==> config.mk <==
export PLATFORM = sky130hd
export DESIGN_NAME = vga_timing_pipe
export DESIGN_NICKNAME = d
export VERILOG_FILES = /design/src/rtl/vga_timing_pipe.sv
export SDC_FILE = /design/constraint.sdc
export NUM_CORES = 1
export LEC_CHECK = 0
export BUFFER_PORTS_ARGS = -buffer_cell sky130_fd_sc_hd__buf_2
export CORE_MARGIN = 5
export CORE_UTILIZATION = 45
export DETAILED_ROUTE_END_ITERATION = 12
export PLACE_DENSITY = 0.68
export SKIP_LAST_GASP = 1
export SYNTH_ARGS = -nofsm -noshare
export SYNTH_HDL_FRONTEND = slang
export SYNTH_SLANG_ARGS = --single-unit
==> constraint.sdc <==
create_clock -name clk -period 2.15 [get_ports clk]
set_input_delay 0.43 -clock clk [delete_from_list [all_inputs] [get_ports clk]]
set_output_delay 0.43 -clock clk [all_outputs]
set_load 0.005 [all_outputs]
==> src/rtl/vga_timing_pipe.sv <==
// VGA timing generator: pixel-tick divider, h/v counters, sync/blank decode,
// and an alignment pipeline matching a pixel generator with PIPE ticks of latency.
module vga_timing_pipe #(
    parameter int H_DISP   = 640,
    parameter int H_FP     = 16,
    parameter int H_SYNC   = 96,
    parameter int H_BP     = 48,
    parameter int V_DISP   = 480,
    parameter int V_FP     = 10,
    parameter int V_SYNC   = 2,
    parameter int V_BP     = 33,
    parameter int CLK_DIV  = 2,
    parameter int RGB_W    = 3,
    parameter int PIPE     = 0,
    parameter int SYNC_POL = 0
) (
    input  logic             clk,
    input  logic             reset,
    input  logic [RGB_W-1:0] rgb_in,
    output logic [9:0]       pixel_x,
    output logic [9:0]       pixel_y,
    output logic             video_on,
    output logic             p_tick,
    output logic             frame_start,
    output logic             hsync,
    output logic             vsync,
    output logic [RGB_W-1:0] rgb
);
    localparam int H_TOTAL = H_DISP + H_FP + H_SYNC + H_BP;
    localparam int V_TOTAL = V_DISP + V_FP + V_SYNC + V_BP;

    localparam logic [9:0]  H_LAST   = 10'(H_TOTAL - 1);
    localparam logic [9:0]  V_LAST   = 10'(V_TOTAL - 1);
    // 11-bit bounds so a 1024-wide visible area still compares correctly
    localparam logic [10:0] H_VIS    = 11'(H_DISP);
    localparam logic [10:0] HS_BEG   = 11'(H_DISP + H_FP);
    localparam logic [10:0] HS_END   = 11'(H_DISP + H_FP + H_SYNC);
    localparam logic [10:0] V_VIS    = 11'(V_DISP);
    localparam logic [10:0] VS_BEG   = 11'(V_DISP + V_FP);
    localparam logic [10:0] VS_END   = 11'(V_DISP + V_FP + V_SYNC);
    localparam logic [3:0]  DIV_LAST = 4'(CLK_DIV - 1);
    localparam logic        POL      = 1'(SYNC_POL);

    typedef struct packed {
        logic von;
        logic hs;
        logic vs;
    } stage_t;

    logic [3:0] div;
    logic [9:0] h, v;
    logic [10:0] h_x, v_x;

    stage_t             stg0;
    stage_t [PIPE:0]    stg_q;   // stages 1..PIPE+1
    stage_t [PIPE+1:0]  stg;     // stg[k] is stage k

    assign p_tick = (div == DIV_LAST);

    always_ff @(posedge clk or posedge reset) begin
        if (reset) begin
            div <= '0;
        end else if (div == DIV_LAST) begin
            div <= '0;
        end else begin
            div <= div + 4'd1;
        end
    end

    always_ff @(posedge clk or posedge reset) begin
        if (reset) begin
            h <= '0;
            v <= '0;
        end else if (p_tick) begin
            if (h == H_LAST) begin
                h <= '0;
                v <= (v == V_LAST) ? 10'd0 : v + 10'd1;
            end else begin
                h <= h + 10'd1;
            end
        end
    end

    assign h_x      = {1'b0, h};
    assign v_x      = {1'b0, v};
    assign stg0.von = (h_x < H_VIS) && (v_x < V_VIS);
    assign stg0.hs  = (h_x >= HS_BEG) && (h_x < HS_END);
    assign stg0.vs  = (v_x >= VS_BEG) && (v_x < VS_END);
    assign stg      = {stg_q, stg0};

    // Cleared stages read as blank/no-sync, so no stale pulse leaks out after reset
    always_ff @(posedge clk or posedge reset) begin
        if (reset) begin
            stg_q <= '0;
            rgb   <= '0;
        end else if (p_tick) begin
            stg_q <= stg[PIPE:0];
            rgb   <= stg[PIPE].von ? rgb_in : '0;
        end
    end

    assign pixel_x     = h;
    assign pixel_y     = v;
    assign video_on    = stg0.von;
    assign frame_start = p_tick && (h == 10'd0) && (v == 10'd0);
    assign hsync       = stg[PIPE+1].hs ~^ POL;
    assign vsync       = stg[PIPE+1].vs ~^ POL;
endmodule

# Word-level counts from Yosys, hierarchy flattened
# Index checks and enable logic that the tools add are counted.
# totals
output_inout_bits,28
reg_bits,29
inputBits,5
wordCells,32
# op_classes
n_eq_ne,3
reduce_logical,8
bitwise_logic,2
mux,4
order_cmp,6
add_sub_neg,3
# ops
cell,count
10-bit by 1-bit adder with 10-bit output (second input constant),2
10-bit == test (second input constant),2
10-bit zero test,2
10-bit < comparator (second input constant),2
10-bit by 9-bit < comparator with 1-bit output (second input constant),2
10-bit two-way mux,2
10-bit >= comparator (second input constant),1
10-bit by 9-bit >= comparator with 1-bit output (second input constant),1
1-bit logical AND,5
4-bit by 1-bit adder with 4-bit output (second input constant),1
4-bit by 1-bit == test with 1-bit output (second input constant),1
4-bit two-way mux,1
3-bit two-way mux,1
1-bit inverter,2
2-bit AND reduction,1

# Logic depth before layout (Yosys ltp)
# depth
word_depth,3
depth_mapped,6
mapped_depth_nobuf,6

# Worst setup path before layout
# Ideal clock, no wire load.
# synth_path
kind,reg-to-reg
startpoint,reg div[1]
endpoint,"reg v[4], in the netlist pixel_y[4]"
setup_slack_ns,0.257
arrival_ns,1.763
path_buffers,1
required_time_ns,2.020
stages_incl_launch_ff,6
period_less_slack_ns,1.893
path_cell_list,dfrtp_1 > or4b_4 > or4_1 > buf_2 > o21ai_1 > o31ai_1
# synth_between
elab_chain_len,2
# synth_rtl
item,line_no,source
"start, declared",50,logic [3:0] div;
"start signal, assigned",66,div <= div + 4'd1;
4-bit by 1-bit == test with 1-bit output,58,assign p_tick = (div == DIV_LAST);
2-bit AND reduction (no source line),--,
"end signal, assigned",77,v <= (v == V_LAST) ? 10'd0 : v + 10'd1;
"end, declared",51,"logic [9:0] h, v;"
# No other way between the ends.
# A chain may end at the register's enable or synchronous reset.

# Final worst setup path
# layout_path
startpoint,reg div[1]
endpoint,out frame_start
# layout_between
elab_chain_len,3
# layout_rtl
item,line_no,source
4-bit by 1-bit == test with 1-bit output,58,
1-bit logical AND (2 in a row),105,assign frame_start = p_tick && (h == 10'd0) && (v == 10'd0);
"end, declared",24,"output logic frame_start,"
# No other way between the ends.

==> metrics.txt <==
Multi-input gate area=685.7 um^2; clk_skew=0.009519 ns; height of the die=67.28 um; Fill cells=291; CP max FO=2; Compound-Gate Fraction of Synth Area=0.1119; Tcrit/Tclk final=1.010; Largest stage delay, worst path=0.56 ns; core footprint=3103 um^2; Rows=20; FF/Latch Area=725.7 um^2; Crit path required time=1.72 ns; via/cell ratio=5.400; most frequent cells in the layout=buf_2, dfrtp_1, inv_1; PnR Total Power=0.8595 mW; Port-buffer cells=32; share of cells above drive strength 1=0.2908; drt total wl=3432 um; gr ovfl total=0; top cell type's share of synthesized area=0.4915; DRT Pass-1 Iters=4; largest net degree at the start of global routing=30; CP arrival=1.74 ns; CP startpoint kind=flip-flop; die width=67.28 um; WL/cell=14.30 um; Area Overhead vs Synth=23.73%; Yosys warnings=0; RePlAce Congestion=0.8090; max_slew headroom=0.7304; Finished Cell Area=1827 um^2; clock transition at the registers of the reported paths=0.09 ns; area share of fa/ha/maj cells after synthesis=0.03390; post-synth cell types=31; HPWL after DPL=2423 um; TritonCTS Buffers=5; syn nets=160; worst path cell trace=or4b_4 -> inv_4 -> and4_1 -> and3_1 -> buf_2; Max Cap Viol=0; Worst Tran Pin Value=0.4013 ns; final net count=206; Min-Delay Path Class=in2async; initial antenna violation count=0; Setup CP Type=reg2out; # setup viols final=1; Critical Path Sink Type=output port; Finished Core Util=0.5887; first-pass GRT wire length=5589 um; DR iter-0 viols=87; GRT Total Usage=0.1641; RSZ-0062 raised after global routing=true; Slowest cell on crit path=or4b_4; min setup slack post-route=-0.02173 ns; leading area contributor after synthesis=dfrtp_1; Max Fclk=460.5 MHz; Final Max Slew Viols=0; status=complete, but fails checks; Root Buffer=clkbuf_4; Final Hold Fails=0; vias in the first global route=1187; Leak Pwr=0.8907 nW; drt drc=0; mux cell area share after synthesis=0.01441; syn avg cell area=9.778 um^2; CTS tree=yes; XOR/XNOR Fraction of Synth Area=0.05932; worst vdd ir=0.3058 mV; commonest non-fill, non-tap cell in the layout=buf_2; clock tree sinks=29; Worst-Skew Late Latency=0.33 ns; Post-Syn Area=1476 um^2; proportion of synthesized chip area in sequential cells=0.4915; full die area=4527 um^2; buffers from clock root to sink, at most=2; H-tree Lvls=2; largest family of logic cells by synthesized area=simple AND/OR/NAND/NOR gates; # IOs=33; DRT antenna net count=0; PwrDens=470.5 nW/um^2; initial core utilization=0.4758; simple-gate area share of the yosys netlist=0.2381; #FFs+latches synth=29; violated checks=setup timing; via count=1296; Synth Instances=151; clock period minus worst slack=2.172 ns; Area contributors post-synth=dfrtp_1, xnor2_1, nand3_1; Ant. Diodes=0; Placed Area=1719 um^2
[cell usage after synthesis]
cell type and count:
nor4b_1 3, inv_1 14, o22ai_1 1, and4_1 3
o21ai_1 4, nor2_1 7, nand3_1 11, mux2_2 1
and3_1 5, dfrtp_1 29, mux2i_1 1, nor4_4 1
or2_2 1, a21oi_1 3, clkbuf_1 2, nand2_1 11
or4b_4 1, o31ai_1 4, o21ai_0 8, a22o_1 3
xor2_1 3, or4_1 1, xnor2_1 7, nor4_1 3
buf_2 3, nand4b_1 1, nor3_1 5, a31oi_1 3
nand4_1 7, o311ai_0 1, ha_1 4
[per-stage QoR]
step                      cells  setup slack (ns)  setup TNS (ns)  hold WS [ns]
final                       240          -0.02173        -0.02173        0.1551
after floorplan             151            0.2567               0        0.4565
after detailed placement    227            0.1326               0        0.4894
after global placement      227            0.1698               0        0.4820
after global routing        240          -0.08961         -0.2082        0.1725
after CTS                   237          -0.02395        -0.02395        0.1651
[power breakdown]
| group | switching (mW) | internal, mW | total [mW] |
|---|---|---|---|
| Combinational | 0.0134 | 0.00777 | 0.0212 |
| Clock | 0.176 | 0.113 | 0.289 |
| Sequential | 0.00165 | 0.548 | 0.549 |
| Total | 0.191 | 0.668 | 0.860 |
[flip-flops by register name, indices dropped and copies added (netlist names)]
register / count
div: 4
pixel_x: 10
pixel_y: 10
rgb: 3
stg: 2
[worst paths after layout]
check                           from          end  slack (ns)  cells past startpoint
min                            reset   pixel_y[1]        0.16                      3
max in group asynchronous      reset   pixel_y[5]        1.71                      3
min reg2reg                   rgb[2]       rgb[2]        0.50                      1
min in group clk           rgb_in[2]       rgb[2]        0.32                      2
max reg2reg                   div[1]   pixel_y[7]        0.04                      6
max                           div[1]  frame_start       -0.02                      5
[worst max-delay path: cells and delay by family (launching register included)]
kind                   cells  cell delay, ns
buffers and inverters      2            0.18
DFF                        1            0.39
and+or+nand+nor            3            0.85
[repair_timing]
action / in CTS / in global routing
hold buffers: 0 / 0
setup endpoints to repair: 2 / 6
buffers inserted: 4 / 3
resized for setup: 2 / 2
pin swaps: 2 / 2
[kinds of logic after synthesis]
logic type | count (synthesis)
muxes | 2
buffers and inverters | 19
AOI/OAI and AO/OA | 27
adders and majority gates | 4
DFF | 29
xor gates and xnor gates | 10
and+or+nand+nor | 60
[per-layer routing]
| layer | track usage | wire (um) | share of wire | vias up |
|---|---|---|---|---|
| li1 | - | - | - | 638 |
| met1 | 0.2115 | 1567 | 0.46 | 615 |
| met2 | 0.2626 | 1620 | 0.47 | 38 |
| met3 | 0.05491 | 201 | 0.059 | 5 |
| met4 | 0.04557 | 42 | 0.012 | 0 |
| met5 | 0 | 0 | 0 | - |
[cell type report]
| cell class | instances | share of cell area |
|---|---|---|
| inverter | 14 | 0.03014 |
| tap | 44 | 0.03014 |
| sequential | 29 | 0.3973 |
| multi-input combinational | 103 | 0.3753 |
| clock inverter | 1 | 0.002740 |
| timing repair buffer | 44 | 0.1438 |
| clock buffer | 5 | 0.02055 |
No activity file was read; power rests on OpenSTA's default activity.
